`config.mk`:
```
export PLATFORM = sky130hd
export DESIGN_NAME = fp_addsub_sequencer
export DESIGN_NICKNAME = d
export VERILOG_FILES = /design/src/rtl/fp_addsub_sequencer_pkg.sv /design/src/rtl/fp_addsub_sequencer_arb.sv /design/src/rtl/fp_addsub_sequencer.sv
export SDC_FILE = /design/constraint.sdc
export NUM_CORES = 1
export LEC_CHECK = 0
export ABC_AREA = 0
export CORE_AREA = 8 8 127 129
export DETAILED_ROUTE_END_ITERATION = 8
export DIE_AREA = 0 0 135 137
export HOLD_SLACK_MARGIN = 0.12
export PLACE_DENSITY_LB_ADDON = 0.15
export SETUP_SLACK_MARGIN = 0.5
export SLEW_MARGIN = 20
export SYNTH_ARGS = -nofsm -noshare
export SYNTH_HDL_FRONTEND = slang
export SYNTH_HIERARCHICAL = 1
export SYNTH_SLANG_ARGS = --single-unit
export TNS_END_PERCENT = 30
```
`constraint.sdc`:
```
create_clock -name i_clk -period 5.57 [get_ports i_clk]
set_clock_uncertainty 0.15 [all_clocks]
set_input_delay 1.671 -clock i_clk [delete_from_list [all_inputs] [get_ports i_clk]]
set_output_delay 1.671 -clock i_clk [all_outputs]
set_load 0.01 [all_outputs]
```
`src/rtl/fp_addsub_sequencer_pkg.sv`:
```
// Shared types and constants for the FP add/sub sequencer.
//   - state_e      : sequencer FSM states
//   - QNAN         : canonical quiet NaN returned when an operand exponent is all ones
//   - EXP_*/SIGN_* : IEEE-754 single-precision field positions
//   - exp_abs_diff : unsigned 8-bit |ea - eb|
package fp_addsub_sequencer_pkg;

   typedef enum logic [2:0] {
      StIdle,
      StLoad,
      StShift,
      StSettle,
      StResp
   } state_e;

   localparam logic [31:0] QNAN     = 32'h7FC0_0000;
   localparam int unsigned EXP_MSB  = 30;
   localparam int unsigned EXP_LSB  = 23;
   localparam int unsigned SIGN_BIT = 31;
   localparam logic [7:0]  EXP_INF  = 8'hFF;

   function automatic logic [7:0] exp_abs_diff(input logic [7:0] ea, input logic [7:0] eb);
      return (ea >= eb) ? (ea - eb) : (eb - ea);
   endfunction

endpackage

```
`src/rtl/fp_addsub_sequencer_arb.sv`:
```
// Two-way round-robin arbiter for the FP add/sub sequencer.
//   i_clk, i_reset : clock, asynchronous active-high reset (pointer -> 0, requester 0 preferred)
//   i_valid[1:0]   : requester valids
//   i_done         : operation completed this cycle (response handed off)
//   i_done_id      : requester that owned the completed operation
//   o_grant[1:0]   : one-hot grant (zero when nobody is valid)
module fp_addsub_sequencer_arb (
   input  logic       i_clk,
   input  logic       i_reset,
   input  logic [1:0] i_valid,
   input  logic       i_done,
   input  logic       i_done_id,
   output logic [1:0] o_grant
);

   logic r_ptr;

   // The requester that was just served loses priority.
   always_ff @(posedge i_clk or posedge i_reset) begin
      if (i_reset) begin
         r_ptr <= 1'b0;
      end else if (i_done) begin
         r_ptr <= ~i_done_id;
      end
   end

   always_comb begin
      o_grant = i_valid;
      if (&i_valid) begin
         o_grant = r_ptr ? 2'b10 : 2'b01;
      end
   end

endmodule

```
`src/rtl/fp_addsub_sequencer.sv`:
```
// Sequencer for one shared serial-alignment FP add/sub datapath serving two requesters.
//   i_clk, i_reset            : clock, asynchronous active-high reset
//   i_reqN_valid/o_reqN_ready : request handshake (ready only in IDLE, only for the granted side)
//   i_reqN_a/b, i_reqN_op     : single-precision operands, op 0=add 1=sub
//   o_rsp_valid/i_rsp_ready   : response handshake, o_rsp_data/id/exc held until accepted
//   o_dp_a/b, o_dp_clr/load   : datapath operands (b sign flipped for sub), clear and load strobes
//   i_dp_result               : datapath output, sampled at the end of the last settle cycle
//   o_busy                    : FSM not in IDLE
module fp_addsub_sequencer
   import fp_addsub_sequencer_pkg::*;
#(
   parameter int unsigned MAX_SHIFT  = 24,
   parameter int unsigned SETTLE_CYC = 1,
   parameter int unsigned CNT_W      = 5
) (
   input  logic        i_clk,
   input  logic        i_reset,
   input  logic        i_req0_valid,
   output logic        o_req0_ready,
   input  logic [31:0] i_req0_a,
   input  logic [31:0] i_req0_b,
   input  logic        i_req0_op,
   input  logic        i_req1_valid,
   output logic        o_req1_ready,
   input  logic [31:0] i_req1_a,
   input  logic [31:0] i_req1_b,
   input  logic        i_req1_op,
   output logic        o_rsp_valid,
   input  logic        i_rsp_ready,
   output logic [31:0] o_rsp_data,
   output logic        o_rsp_id,
   output logic        o_rsp_exc,
   output logic [31:0] o_dp_a,
   output logic [31:0] o_dp_b,
   output logic        o_dp_clr,
   output logic        o_dp_load,
   input  logic [31:0] i_dp_result,
   output logic        o_busy
);

   localparam logic [7:0]       MaxShift8 = 8'(MAX_SHIFT);
   localparam logic [CNT_W-1:0] MaxShiftC = CNT_W'(MAX_SHIFT);
   localparam logic [CNT_W-1:0] SettleC   = CNT_W'(SETTLE_CYC);
   localparam logic [CNT_W-1:0] CntOne    = CNT_W'(1);

   state_e           r_state;
   logic [CNT_W-1:0] r_cnt;
   logic [31:0]      r_a;
   logic [31:0]      r_b;
   logic             r_id;
   logic             r_rsp_valid;
   logic [31:0]      r_rsp_data;
   logic             r_rsp_exc;

   logic [1:0]       w_grant;
   logic             w_accept;
   logic             w_done;
   logic [31:0]      w_sel_a;
   logic [31:0]      w_sel_b;
   logic [7:0]       w_exp_a;
   logic [7:0]       w_exp_b;
   logic [7:0]       w_diff;
   logic [CNT_W-1:0] w_shift;
   logic             w_bypass;

   fp_addsub_sequencer_arb u_arb (
      .i_clk     (i_clk),
      .i_reset   (i_reset),
      .i_valid   ({i_req1_valid, i_req0_valid}),
      .i_done    (w_done),
      .i_done_id (r_id),
      .o_grant   (w_grant)
   );

   // Accept is combinational in IDLE; gated by reset so every output is 0 while reset is held.
   assign w_accept = (r_state == StIdle) && (|w_grant) && !i_reset;
   assign w_done   = (r_state == StResp) && i_rsp_ready;

   always_comb begin
      w_sel_a           = w_grant[1] ? i_req1_a : i_req0_a;
      w_sel_b           = w_grant[1] ? i_req1_b : i_req0_b;
      w_sel_b[SIGN_BIT] = w_sel_b[SIGN_BIT] ^ (w_grant[1] ? i_req1_op : i_req0_op);
   end

   assign w_exp_a  = r_a[EXP_MSB:EXP_LSB];
   assign w_exp_b  = r_b[EXP_MSB:EXP_LSB];
   assign w_diff   = exp_abs_diff(w_exp_a, w_exp_b);
   assign w_shift  = (w_diff > MaxShift8) ? MaxShiftC : w_diff[CNT_W-1:0];
   assign w_bypass = (w_exp_a == EXP_INF) || (w_exp_b == EXP_INF);

   always_ff @(posedge i_clk or posedge i_reset) begin
      if (i_reset) begin
         r_state     <= StIdle;
         r_cnt       <= '0;
         r_a         <= '0;
         r_b         <= '0;
         r_id        <= 1'b0;
         r_rsp_valid <= 1'b0;
         r_rsp_data  <= '0;
         r_rsp_exc   <= 1'b0;
      end else begin
         unique case (r_state)
            StIdle: begin
               if (w_accept) begin
                  r_a     <= w_sel_a;
                  r_b     <= w_sel_b;
                  r_id    <= w_grant[1];
                  r_state <= StLoad;
               end
            end
            StLoad: begin
               if (w_bypass) begin
                  r_rsp_data  <= QNAN;
                  r_rsp_exc   <= 1'b1;
                  r_rsp_valid <= 1'b1;
                  r_state     <= StResp;
               end else if (w_diff == 8'd0) begin
                  r_cnt   <= SettleC;
                  r_state <= StSettle;
               end else begin
                  r_cnt   <= w_shift;
                  r_state <= StShift;
               end
            end
            StShift: begin
               if (r_cnt == CntOne) begin
                  r_cnt   <= SettleC;
                  r_state <= StSettle;
               end else begin
                  r_cnt <= r_cnt - CntOne;
               end
            end
            StSettle: begin
               if (r_cnt == CntOne) begin
                  r_rsp_data  <= i_dp_result;
                  r_rsp_exc   <= 1'b0;
                  r_rsp_valid <= 1'b1;
                  r_state     <= StResp;
               end else begin
                  r_cnt <= r_cnt - CntOne;
               end
            end
            StResp: begin
               if (i_rsp_ready) begin
                  r_rsp_valid <= 1'b0;
                  r_rsp_data  <= '0;
                  r_rsp_exc   <= 1'b0;
                  r_a         <= '0;
                  r_b         <= '0;
                  r_id        <= 1'b0;
                  r_state     <= StIdle;
               end
            end
            default: r_state <= StIdle;
         endcase
      end
   end

   assign o_req0_ready = w_accept && w_grant[0];
   assign o_req1_ready = w_accept && w_grant[1];
   assign o_dp_clr     = w_accept;
   assign o_dp_load    = (r_state == StLoad);
   assign o_dp_a       = r_a;
   assign o_dp_b       = r_b;
   assign o_rsp_valid  = r_rsp_valid;
   assign o_rsp_data   = r_rsp_data;
   assign o_rsp_id     = r_id;
   assign o_rsp_exc    = r_rsp_exc;
   assign o_busy       = (r_state != StIdle);

endmodule
```
==> flow_metrics.py, run 1 <==
metrics = {
    "cts": {
        "clk_latency_ns": 0.35,
        "clockBufferDepth": 2,
        "cts.clk_slew.worst_paths_ns": 0.07,
        "cts_max_level": 3,
        "cts_tree": "done",
        "root_buffer": "clkbuf_16",
        "cts_buffers": 9,
        "cts_setup_buffers": 0,
        "cts_hold_buf": 0,
        "ctsResizeCount": 5,
        "cts_sinks": 108,
    },
    "global_route": {
        "track_usage_pct": 20.8,
        "grt_pass1_vias": 5690,
        "grt_max_degree": 65,
        "grt_pass1_wl_um": 30300,
        "antenna_found_initial": 0,
        "gr-total-overflow": 0,
    },
    "synthesis": {
        "yosys_warnings": 6,
        "syn_area_per_cell_um2": 9.19,
        "synth_edf_count": 0,
        "synth_top_flop_cell": "dfrtp_1",
        "synth-seq-area-share_pct": 46.7,
        "syn_inst": 629,
        "async_reset_ff_share_pct": 100,
        "synth_cell_types": 55,
        "synth_area_mm2": 0.00578,
        "synthesis.nets": 815,
        "yosys_register_bits": 108,
    },
    "timing": {
        "setup_tns_ns": 0,
        "fin_crit_sh_pct": 91.0,
        "grt_setup_unrepaired": "yes",
        "worst_pin_slew_ns": 1.07,
        "clock.fmax_mhz": 197,
        "layout_min_cycle_time_ns": 5.07,
        "hold_viol": 0,
        "finalSetupViolCount": 0,
        "maxSlewHeadroom_pct": 28.5,
        "slew_violations": 0,
    },
    "cells_and_area": {
        "multi_input_area_mm2": 0.00282,
        "drive_gt1_share_pct": 4.62,
        "diodes": 0,
        "final_common_cell": "clkdlybuf4s50_1",
        "layout_common_cells": "clkdlybuf4s50_1 (267), nand2_1 (135), dfrtp_1 (108), o21ai_0 (80), mux2i_1 (69)",
        "seq_area_mm2": 0.00270,
        "nFillCells": 1209,
        "syn_to_final_growth_pct": 54.2,
        "layout.nets": 1069,
        "final_cell_area_mm2": 0.00891,
    },
    "routing": {
        "drt-total-wl_um": 19800,
        "drt_first_pass_iters": 4,
        "wire_per_inst_um": 18.4,
        "wl_met3_um": 1440,
        "top_layer": "met4",
        "drc_errors": 0,
        "ant_nets": 0,
        "drt_iter0_drc": 316,
        "route.met2.wl_um": 9860,
        "routed_via_density": 5.10,
        "wl_met1_um": 7990,
        "vias": 5465,
    },
    "power": {
        "p_per_area_mw_per_mm2": 541,
        "ir_drop_v": 0.000225,
        "p_leak_uw": 0.00405,
    },
    "critical_path": {
        "endpoint_kind": "output port",
        "crit_top_cell": "nor2_1",
        "path_cells": "clkdlybuf4s50_1 > a21boi_2 > nor2_1 > nor3_2 > nand2_2 > nor2_1 > dlygate4sd2_1",
        "cp_slowest_stage_delay_ns": 0.54,
        "worstPathRequired_ns": 3.75,
        "worst-endpoint-arrival_ns": 3.25,
        "slowest_stage": "clkdlybuf4s50_1",
        "crit_fanout": 4,
        "crit_type": "in2out",
        "start_kind": "primary input",
    },
    "status": {
        "status": "finished clean",
    },
    "die": {
        "die_w_um": 135,
        "io_pins": 271,
        "rows": 44,
        "initial_core_util_pct": 40.7,
        "core_area_mm2": 0.0142,
        "die_h_um": 137,
        "dieArea_mm2": 0.0185,
    },
    "placed_design": {
        "dp_hpwl_um": 15500,
        "place_congestion": 0.866,
        "port_buffers": 270,
        "place_area_mm2": 0.00863,
    },
    "run": {
        "maxCapViolCount": 0,
    },
    "hold_path": {
        "hold_path.class": "reg2reg",
    },
}
## per-stage QoR
stage          std cells  hold slack [ns]  util (%)  total power, uW  setup WS (ns)
2_1_floorplan        629            0.356         -             3010          0.932
3_3_place_gp        1056            0.297      60.8             4150         0.0637
3_5_place_dp        1056            0.306      60.8             4230          0.100
4_1_cts             1072            0.322      62.7             4850          0.319
5_1_grt             1072            0.343      62.8             5190          0.404
6_report            1072            0.318      62.8             4830          0.504
## area by class of cell
class / count / area share [%]
Multi-Input combinational cell: 455 / 31.7
Timing Repair Buffer: 280 / 31.2
Clock inverter: 4 / 0.365
Sequential cell: 108 / 30.3
Inverter: 29 / 1.26
Clock buffer: 12 / 2.65
Tap cell: 184 / 2.58
## power breakdown
group / internal (uW) / switching [uW] / total [uW] / leakage [uW]
clock network: 308 / 291 / 599 / 0.000129
registers: 1160 / 295 / 1450 / 0.00137
logic: 1350 / 1420 / 2770 / 0.00255
total: 2820 / 2010 / 4830 / 0.00405
## critical path: cells and delay by family
kind / cells / cell delay, ns
buf+inv: 2 / 0.87
simple gates: 4 / 0.51
compound gates: 1 / 0.19
## routing by layer
| layer | track usage, % | vias to the layer above |
|---|---|---|
| met5 | 0 | - |
| met4 | 8.14 | 0 |
| met3 | 6.17 | 30 |
| met2 | 36.1 | 205 |
| met1 | 23.7 | 2565 |
| li1 | - | 2665 |
## flip-flops by register name, indices dropped and copies added (netlist names)
signal / flops
u_arb/r_ptr: 1
o_rsp_data: 32
o_dp_a: 32
o_rsp_exc: 1
o_rsp_id: 1
o_dp_b: 32
o_rsp_valid: 1
r_cnt: 5
r_state: 3
## Yosys cell counts (2+ instances only)
cell / number / area share, %
and3_1: 2 / 0.22
clkbuf_1: 27 / 1.8
dfrtp_1: 108 / 47
nand3b_1: 2 / 0.26
nand3_1: 26 / 2.3
o31ai_1: 4 / 0.52
o211ai_1: 3 / 0.39
a31oi_1: 4 / 0.43
xnor2_1: 2 / 0.30
a221oi_1: 2 / 0.30
a211oi_1: 2 / 0.26
o21ai_0: 80 / 6.9
mux2i_1: 69 / 12
xor2_1: 6 / 0.91
a21oi_1: 18 / 1.6
inv_1: 28 / 1.8
buf_1: 3 / 0.19
nor3_1: 7 / 0.61
or4_1: 3 / 0.39
a311oi_1: 2 / 0.30
buf_6: 5 / 0.97
nor2b_1: 3 / 0.32
nand2b_1: 2 / 0.22
fa_1: 2 / 0.69
nand4_1: 7 / 0.76
a21o_1: 5 / 0.65
ha_1: 17 / 3.7
nor2_1: 22 / 1.4
o21ai_1: 5 / 0.43
o21a_1: 2 / 0.26
nand2_1: 137 / 8.9
## logic make-up after synthesis
family                   after synthesis  synth area share [%]
AO/OA/AOI/OAI                        139                  14.1
AND/OR/NAND/NOR                      220                  16.6
adder cells (fa/ha/maj)               19                  4.37
XOR/XNOR                               8                  1.21
flip-flops                           108                  46.7
multiplexers                          69                  11.9
buffers and inverters                 66                  5.04
## final timing paths
kind / endpoint / startpoint / slack [ns] / cells after the start
max in group asynchronous: o_dp_a[15]$_DFFE_PP0P_ / i_reset / 2.76 / 3
worst max register to register: r_state[0]$_DFFE_PP0P_ / o_dp_a[23]$_DFFE_PP0P_ / 2.22 / 12
worst min-delay path: o_rsp_data[19]$_DFFE_PP0P_ / o_rsp_data[19]$_DFFE_PP0P_ / 0.32 / 2
worst max-delay path: o_req1_ready / i_req0_valid / 0.50 / 7
min in group asynchronous: u_arb/r_ptr$_DFFE_PP0P_ / i_reset / 1.45 / 2
worst min register to register: o_rsp_data[19]$_DFFE_PP0P_ / o_rsp_data[19]$_DFFE_PP0P_ / 0.32 / 2
Power figures use the tool's default switching activity.
==> run 2: changes to the inputs <==
--- a/config.mk
+++ b/config.mk
@@ -6,9 +6,9 @@
 export NUM_CORES = 1
 export LEC_CHECK = 0
 export ABC_AREA = 0
-export CORE_AREA = 8 8 127 129
+export CORE_AREA = 4 4 123 125
 export DETAILED_ROUTE_END_ITERATION = 8
-export DIE_AREA = 0 0 135 137
+export DIE_AREA = 0 0 127 129
 export HOLD_SLACK_MARGIN = 0.12
 export PLACE_DENSITY_LB_ADDON = 0.15
 export SETUP_SLACK_MARGIN = 0.5
==> flow_metrics.py, run 2 (synthesis gave the netlist of run 1 again) <==
metrics = {
    "power": {
        "p_leak_uw": 0.00402,
        "p_per_area_mw_per_mm2": 545,
        "ir_drop_v": 0.000223,
    },
    "run": {
        "maxCapViolCount": 0,
    },
    "timing": {
        "layout_min_cycle_time_ns": 5.26,
        "worst_pin_slew_ns": 1.03,
        "finalSetupViolCount": 0,
        "slew_violations": 0,
        "clock.fmax_mhz": 190,
        "maxSlewHeadroom_pct": 31.5,
        "setup_tns_ns": 0,
        "fin_ws_ns": 0.309,
        "fin_crit_sh_pct": 94.4,
        "hold_viol": 0,
        "grt_setup_unrepaired": "yes",
    },
    "placed_design": {
        "place_congestion": 0.873,
        "dp_hpwl_um": 14600,
        "port_buffers": 270,
        "dpl_worst_slack_ns": 0.0744,
    },
    "die": {
        "initial_core_util_pct": 41.7,
        "io_pins": 271,
        "dieArea_mm2": 0.0164,
        "die_w_um": 127,
        "rows": 43,
        "core_area_mm2": 0.0139,
        "die_h_um": 129,
    },
    "critical_path": {
        "cp_slowest_stage_delay_ns": 0.53,
        "path_cells": "clkdlybuf4s50_1 > a21boi_2 > nor2_1 > nor3_2 > buf_4 > and3_1 > clkdlybuf4s50_1",
        "endpoint_kind": "output port",
        "worstPathRequired_ns": 3.75,
        "worst-endpoint-arrival_ns": 3.44,
        "crit_fanout": 2,
        "slowest_stage": "clkdlybuf4s50_1",
        "crit_type": "in2out",
        "start_kind": "primary input",
        "reg2reg_depth": 12,
        "crit_top_cell": "clkdlybuf4s50_1",
    },
    "cts": {
        "root_buffer": "clkbuf_16",
        "cts_max_level": 3,
        "cts_hold_buf": 0,
        "clockBufferDepth": 2,
        "clk_latency_ns": 0.35,
        "cts_tree": "done",
        "cts_buffers": 9,
        "cts.clk_slew.worst_paths_ns": 0.07,
        "cts_sinks": 108,
    },
    "global_route": {
        "antenna_found_initial": 0,
        "gr-total-overflow": 0,
        "track_usage_pct": 22.8,
        "grt_pass1_wl_um": 29500,
        "grt_max_degree": 66,
        "grt_pass1_vias": 5760,
    },
    "hold_path": {
        "hold_path_depth": 2,
        "hold_path.class": "reg2reg",
    },
    "cells_and_area": {
        "multi_input_area_mm2": 0.00283,
        "diodes": 0,
        "final_common_cell": "clkdlybuf4s50_1",
        "layout_common_cells": "clkdlybuf4s50_1 (269), nand2_1 (135), dfrtp_1 (108), o21ai_0 (80), mux2i_1 (69)",
        "syn_to_final_growth_pct": 54.2,
        "seq_area_mm2": 0.00270,
        "nFillCells": 1146,
        "layout.nets": 1066,
        "drive_gt1_share_pct": 4.29,
    },
    "routing": {
        "drc_errors": 0,
        "drt-total-wl_um": 18800,
        "ant_nets": 0,
        "wire_per_inst_um": 17.7,
        "drt_first_pass_iters": 7,
        "routed_via_density": 5.17,
        "vias": 5505,
        "drt_iter0_drc": 318,
    },
    "status": {
        "status": "finished clean",
    },
}
## run 2: cell count changes in the layout (fill, tap and decap cells not counted), sizes merged
cell	change
bufinv	+1
dlymetal6s2s	-1
clkinv	-1
buf	-3
clkdlybuf4s50	+2
dlygate4sd2	-1
## run 2: worst paths after layout
kind / startpoint / slack, ns / endpoint
worst max-delay path: i_req0_valid / 0.31 / o_req0_ready
worst min-delay path: o_rsp_data[0]$_DFFE_PP0P_ / 0.32 / o_rsp_data[0]$_DFFE_PP0P_
worst max register to register: o_dp_a[23]$_DFFE_PP0P_ / 2.32 / r_state[0]$_DFFE_PP0P_
worst min register to register: o_rsp_data[0]$_DFFE_PP0P_ / 0.32 / o_rsp_data[0]$_DFFE_PP0P_
max in group asynchronous: i_reset / 2.58 / o_dp_a[20]$_DFFE_PP0P_
min in group asynchronous: i_reset / 1.47 / u_arb/r_ptr$_DFFE_PP0P_
## run 2: repair_timing
item / 4_1_cts / 5_1_grt
resized for setup: 4 / 0
buffers inserted: 1 / 0
endpoints found under the setup margin: 3 / 3
## run 2: layout make-up
class / count / area share [%]
repair buffers: 277 / 30.9
multi-input cells: 455 / 31.7
well taps: 180 / 2.53
inverters: 29 / 1.26
clock buffers: 12 / 2.65
clock inverters: 4 / 0.646
flip-flops and latches: 108 / 30.3
## run 2: metrics by stage
step	util [%]	hold WS [ns]	instance area [um^2]	total power, uW	instances
after floorplan	-	0.356	5780	3010	629
after global placement	62.0	0.299	8600	4150	1048
after detailed placement	62.0	0.309	8600	4220	1048
after CTS	64.2	0.325	8910	4890	1065
after global routing	64.2	0.349	8920	5250	1065
final	64.2	0.319	8920	4860	1065
## run 2: critical path: cells and delay by family
| kind | cells | cell delay (ns) |
|---|---|---|
| simple gates | 3 | 0.35 |
| buf+inv | 3 | 1.21 |
| compound gates | 1 | 0.22 |
## run 2: per-layer routing
layer / vias up / global-route usage [%] / wire length, um / part of all wire, %
met3: 33 / 5.44 / 1230 / 6.5
met5: - / 0 / 0 / 0
met2: 222 / 39.0 / 9520 / 51
met4: 0 / 8.83 / 555 / 3.0
met1: 2584 / 28.0 / 7490 / 40
li1: 2666 / - / - / -
## run 2: power breakdown
| part | internal [uW] | switching [uW] |
|---|---|---|
| clock | 354 | 287 |
| combinational | 1350 | 1410 |
| sequential | 1160 | 303 |
